--- config.mk ---
export PLATFORM = sky130hd
export DESIGN_NAME = bin_extract
export DESIGN_NICKNAME = d
export VERILOG_FILES = /design/src/rtl/bin_extract.sv
export SDC_FILE = /design/constraint.sdc
export NUM_CORES = 1
export LEC_CHECK = 0
export CORE_MARGIN = 3
export CORE_UTILIZATION = 35
export CTS_CLUSTER_SIZE = 24
export DETAILED_ROUTE_END_ITERATION = 8
export HOLD_SLACK_MARGIN = 0.08
export PLACE_DENSITY = 0.76
export SYNTH_ARGS = -nofsm -noshare
export SYNTH_HDL_FRONTEND = slang
export SYNTH_SLANG_ARGS = --single-unit
--- constraint.sdc ---
create_clock -name clk -period 1.5 [get_ports clk]
set_input_delay 0.3 -clock clk [delete_from_list [all_inputs] [get_ports clk]]
set_output_delay 0.3 -clock clk [all_outputs]
set_load 0.02 [all_outputs]
--- src/rtl/bin_extract.sv ---
`timescale 1ns/1ps
// Captures all four channel FFT values at the peak bin; outvalid rises 5 clocks after the start edge is sampled.
// Holds the set until outvalid&&outready; a new frame arriving while pending sets sticky overrun.
// Optional DCREJECT_EN: a start edge with maxbin==0 is ignored (DC bin never captured).
module bin_extract (
    input  logic        clk,
    input  logic        reset,
    input  logic        detectdone,
    input  logic [9:0]  maxbin,
    input  logic [27:0] ramq0,
    input  logic [27:0] ramq1,
    input  logic [27:0] ramq2,
    input  logic [27:0] ramq3,
    output logic [9:0]  ramaddr,
    output logic [13:0] re0,
    output logic [13:0] re1,
    output logic [13:0] re2,
    output logic [13:0] re3,
    output logic [13:0] im0,
    output logic [13:0] im1,
    output logic [13:0] im2,
    output logic [13:0] im3,
    output logic [9:0]  binout,
    output logic        outvalid,
    input  logic        outready,
    output logic [7:0]  framecnt,
    output logic        overrun
);

    typedef enum logic [2:0] {
        IDLE    = 3'd0,
        SETADDR = 3'd1,
        WAIT1   = 3'd2,
        WAIT2   = 3'd3,
        CAPTURE = 3'd4,
        HOLD    = 3'd5
    } state_t;

    state_t state;
    state_t state_nxt;

    logic dd_s;
    logic dd_prev;
    logic start;
    logic go;
    logic accept;

    // Two registered samples of the level; the edge is judged on registered values only.
    assign start  = dd_s & ~dd_prev;
    assign accept = outvalid & outready;

`ifdef DCREJECT_EN
    assign go = start & (maxbin != 10'd0);
`else
    assign go = start;
`endif

    always_ff @(posedge clk) begin
        if (!reset) begin
            state <= IDLE;
        end else begin
            state <= state_nxt;
        end
    end

    always_comb begin
        state_nxt = state;
        case (state)
            IDLE:    if (go) state_nxt = SETADDR;
            SETADDR: state_nxt = WAIT1;
            WAIT1:   state_nxt = WAIT2;
            WAIT2:   state_nxt = CAPTURE;
            CAPTURE: state_nxt = HOLD;
            HOLD:    if (accept) state_nxt = IDLE;
            default: state_nxt = IDLE;
        endcase
    end

    always_ff @(posedge clk) begin
        if (!reset) begin
            dd_s     <= 1'b0;
            dd_prev  <= 1'b0;
            ramaddr  <= 10'd0;
            binout   <= 10'd0;
            re0      <= 14'd0;
            re1      <= 14'd0;
            re2      <= 14'd0;
            re3      <= 14'd0;
            im0      <= 14'd0;
            im1      <= 14'd0;
            im2      <= 14'd0;
            im3      <= 14'd0;
            outvalid <= 1'b0;
            framecnt <= 8'd0;
            overrun  <= 1'b0;
        end else begin
            dd_s    <= detectdone;
            dd_prev <= dd_s;
            if (state == SETADDR) begin
                ramaddr <= maxbin;
                binout  <= maxbin;
            end
            // Two wait states cover the RAM read latency after ramaddr is registered.
            if (state == CAPTURE) begin
                re0      <= ramq0[27:14];
                im0      <= ramq0[13:0];
                re1      <= ramq1[27:14];
                im1      <= ramq1[13:0];
                re2      <= ramq2[27:14];
                im2      <= ramq2[13:0];
                re3      <= ramq3[27:14];
                im3      <= ramq3[13:0];
                outvalid <= 1'b1;
            end
            if (state == HOLD) begin
                if (accept) begin
                    outvalid <= 1'b0;
                    framecnt <= framecnt + 8'd1;
                end
                if (start) begin
                    overrun <= 1'b1;
                end
            end
        end
    end

endmodule

; Yosys cells after proc, flatten, opt, wreduce, memory -nomap -nowiden
; Cells that the tools add are included.
[totals]
reg_bits = 137
word_cells = 36
[op_classes]
add_sub_neg = 1
eq_ne = 7
mux = 6
bitwise_logic = 3
n_reduce_logical = 4
[ops]
columns = op, n
row1 = $pmux 3 s6, 1
row2 = $add 8x1->8 const B, 1
row3 = $eq 3x2->1 const B, 2
row4 = $eq 3x3->1 const B, 2
row5 = $mux 3, 2
row6 = $reduce_and 2->1, 3
row7 = $ne 2x2->1 const B, 2
row8 = $eq 3x1->1 const B, 1
row9 = $logic_not 3->1, 1
row10 = $mux 1, 3
row11 = $and 1x1->1, 2
row12 = $not 1->1, 1

; Logic depth before layout (Yosys ltp)
[logic_depth]
depth_word = 4
ltp_mapped = 7

; Worst setup path after synthesis
; OpenSTA, ideal clock, no wires.
[synth_timing]
kind = register -> register
start = register framecnt[0]
end = register framecnt[2]
t_arrival_ps = 1386
required_ps = 1430
path_slack_ps = 44
path_stages_with_launch = 5
n_path_buf = 0
path_cell_list = dfxtp_1 -> ha_1 -> inv_1 -> or4_1 -> a21oi_1
[synth_via]
elab_chain_len = 1
[synth_rtl]
columns = item, line
row1 = start: declaration, 26  ; output logic [7:0] framecnt,
row2 = start signal: assignment, 118  ; framecnt <= framecnt + 8'd1;
row3 = $add 8x1->8, 118
; No other way between the ends.
; A chain may end at the register's enable or synchronous reset.

; Worst setup path in the final report
[layout_timing]
start = register framecnt[3]
end = output framecnt[3]
; No word-level cell between the ends.

==> metrics list <==
- The flow ran to the end, and the final reports show no timing, DRC or antenna violations.
- The number of global-route vias before repair came to 4732.
- Synth-to-Final Area Change: 66.4%
* Clock insertion delay at the later pin of the skew report: 0.41 ns
- In this run the cell area of the synthesized design comes to ~5000 sq um.
- Synthesis instantiated 34 different standard cells from the library.
- A synthesized cell averages 8.32 sq um.
- Number of top-level design ports: 268
- Broken down by cell family, the worst path's largest delay share belongs to flip-flops.
* DP Wirelength: 10600 microns
* TNS Setup: 0 ns
- Number of buffers created by CTS: 17
* Cell count after placement: 1022
- The die covers about 16000 sq um.
- Total vias in the final route: between 4k and 5k
* Sequential fraction of the synthesis area: 54.7%
* Critical path required time: approximately 1.2 ns
* Number of buffer and inverter instances along the worst setup path: 1
- TritonCTS clock tree: built
* Largest fanout on the critical path: 4
- In this run the vertical extent of the chip is 126 microns.
- At the pin with the least slew margin, the transition time is 0.313 ns.
- The critical path in this run is classified as reg2out.
* Via density per instance: 4.69
* FMAX: between 600 and 700 MHz
- Between clock sinks in the finished design, the worst skew comes to 0.00711 ns.
* RSZ-0062 raised after global routing: no
* Total of fill cells in the finished design: about 1.3k
- The clock period could shrink to between 1 and 1.5 ns.
* Ranking of synthesized cells by instance count: sky130_fd_sc_hd__nand2_1 (225), sky130_fd_sc_hd__dfxtp_1 (137), sky130_fd_sc_hd__a21oi_1 (120)
- The finished layout holds 1057 standard cells, fillers aside.
- Width of the die: 126 microns
- Standard cell core area: 13900 sq um
- Worst rel slew slack: 78.9%
- Fin. max-slew vios: 0
- Gr ovfl total: 0
- The most used flip-flop cell after synthesis is sky130_fd_sc_hd__dfxtp_1.
* Number of antenna violations at the first check in global routing: 0
* Number of antenna cells inserted: 0
- CTS Sinks: about 140
* Most common cell in the synthesized netlist: sky130_fd_sc_hd__nand2_1
* Port Buf Inserts: 267
- The detailed router finished its first iteration with between 200 and 250 violations.
* Routability Congestion: 0.799
* Endpoint class of the critical path: primary output
- Count of H-tree levels built during CTS: 4
* Critical Path, Cell by Cell: clkdlybuf4s15_1
* Layout Nets: 991
- After layout, the worst path uses 96.9% of the clock period.
- Before antenna repair, the detailed router went through 4 iterations.
* Largest net degree at the start of global routing: 51
- The number of endpoints with negative hold slack in the final report was 0.
* Starting Density: 36.0%
- Counting every net in the synthesized netlist gives 730.
* Global-route wire length before repair: 24200 microns
* Yosys warning count: 0
- Cell at the root of the clock tree: sky130_fd_sc_hd__clkbuf_16
- Max-capacitance violation count: 0
* Count of flip-flops with a built-in enable after synthesis: 0
* Antenna Violating Nets Remaining: 0
- Dividing total power by cell area gives a power density of about 1100 nW/um^2.
- Of all flip-flops after synthesis, the portion carrying an async set or reset was 0%.
- After clock tree synthesis, the clock-pin slew on the worst setup and hold paths is around 0.06 ns.
* Signal arrival time at the worst endpoint: roughly 1.2 ns
- Register bit total from synthesis: 137
- Peak supply drop: ~620 uV
- Of the cells placed in the final design, the portion with a size suffix greater than 1 is 8.67%.
* Final-report setup violation count: 0
- Hold Crit Class: in2reg
- Tot GR Track Use: a little under a fifth
* Cell at the slowest stage of the critical path: sky130_fd_sc_hd__dfxtp_1
- Number of remaining DRC errors: 0
- Number of instances in the synthesized netlist: 603
- The worst setup path is launched from a register.
* Yosys top cell area share: between 50% and 60%
- Wirelength per Cell: about 14 microns
- Row generation in the floorplan step produced 43 rows.
- Summed over all layers, the routed wires come to 15100 microns.
- The biggest area contributor in the post-synthesis netlist is sky130_fd_sc_hd__dfxtp_1.
- In this design, the stage delay of the slowest critical-path cell is between 0.4 and 0.5 ns.
* Hold Slack: 0.431 ns
* Leakage: 0.00360 uW
* Most area-consuming cells after synthesis: sky130_fd_sc_hd__dfxtp_1 (55%), sky130_fd_sc_hd__nand2_1 (17%), sky130_fd_sc_hd__a21oi_1 (12%), sky130_fd_sc_hd__buf_4 (3.0%), sky130_fd_sc_hd__buf_6 (2.5%)
- Largest buffer count on any clock path: 2
## power by group
part	internal, uW	switching [uW]
registers	3710	46.8
clock network	2740	1550
logic	483	364
## path summary, 6_finish.rpt
kind | end | slack [ns] | cells after the start | startpoint
hold reg to reg | re2[11] | 0.45 | 2 | re2[11]
hold / removal | im3[7] | 0.43 | 3 | ramq3[7]
setup / recovery | framecnt[3] | 0.05 | 1 | framecnt[3]
setup reg to reg | im3[9] | 0.13 | 5 | state[2]
## per-stage QoR
stage	cell area (sq um)	total power, uW	setup WS (ns)	util [%]
after global placement	7850	4720	-0.158	56.3
after global routing	8340	9240	0.00105	59.9
after detailed placement	7850	4730	-0.181	56.3
after floorplan	5020	4190	0.0438	-
after CTS	8340	9000	0.00183	59.9
final	8340	8900	0.0463	59.9
## state kept, by name (all words and copies together) (netlist names), 3 cells and up
register / count
im2: 14
state: 3
re2: 14
re1: 14
framecnt: 8
im1: 14
re3: 14
binout: 10
im0: 14
re0: 14
im3: 14
## cells by family (layout without fill, tap and decap cells)
family | after synthesis | count (layout) | synth area share (%)
XOR/XNOR | 1 | 1 | 0.175
AO/OA/AOI/OAI | 134 | 134 | 13.9
flip-flops | 137 | 137 | 54.7
adder cells (fa/ha/maj) | 1 | 1 | 0.249
AND/OR/NAND/NOR | 264 | 264 | 21.7
buffers and inverters | 56 | 330 | 7.38
multiplexers | 10 | 10 | 2.00
## cells in the final DEF (no fill, tap or decap), types with 4 or more instances in the layout
master | Yosys | layout
sky130_fd_sc_hd__clkbuf_16 | 0 | 17
sky130_fd_sc_hd__a21oi_1 | 120 | 120
sky130_fd_sc_hd__dlygate4sd2_1 | 0 | 136
sky130_fd_sc_hd__buf_4 | 20 | 21
sky130_fd_sc_hd__clkdlybuf4s50_1 | 0 | 125
sky130_fd_sc_hd__nor2_1 | 13 | 13
sky130_fd_sc_hd__mux2i_1 | 10 | 10
sky130_fd_sc_hd__dfxtp_1 | 137 | 132
sky130_fd_sc_hd__nand2_1 | 225 | 225
sky130_fd_sc_hd__dfxtp_2 | 0 | 5
sky130_fd_sc_hd__or4_1 | 4 | 4
sky130_fd_sc_hd__o21ai_0 | 5 | 5
sky130_fd_sc_hd__buf_12 | 0 | 7
sky130_fd_sc_hd__o31ai_1 | 4 | 4
sky130_fd_sc_hd__nand3_1 | 4 | 4
## layout make-up
| class | count | area (sq um) | area share [%] |
|---|---|---|---|
| Inverter | 2 | 10.0 | 0.120 |
| Tap cell | 180 | 225 | 2.70 |
| Timing Repair Buffer | 296 | 2830 | 33.9 |
| Multi-Input combinational cell | 410 | 1920 | 23.0 |
| Clock inverter | 11 | 145 | 1.74 |
| Sequential cell | 137 | 2750 | 32.9 |
| Clock buffer | 21 | 470 | 5.64 |
## repair_timing
action | CTS | global route
hold endpoints to repair | 0 | 0
setup buffers | 2 | 0
cloned | 1 | 0
hold buffers | 0 | 0
setup endpoints to repair | 143 | 123
pin swaps | 0 | 0
gates resized for setup | 149 | 9
## layer usage
layer  GRT usage, %  vias to the layer above  part of all wire, %
met5              0                        -                    0
met4           6.70                        0                  1.5
met3           8.06                       18                   10
met2           30.3                      202                   46
met1           22.8                     2242                   42
li1               -                     2491                    -
Power figures use the tool's default switching activity.
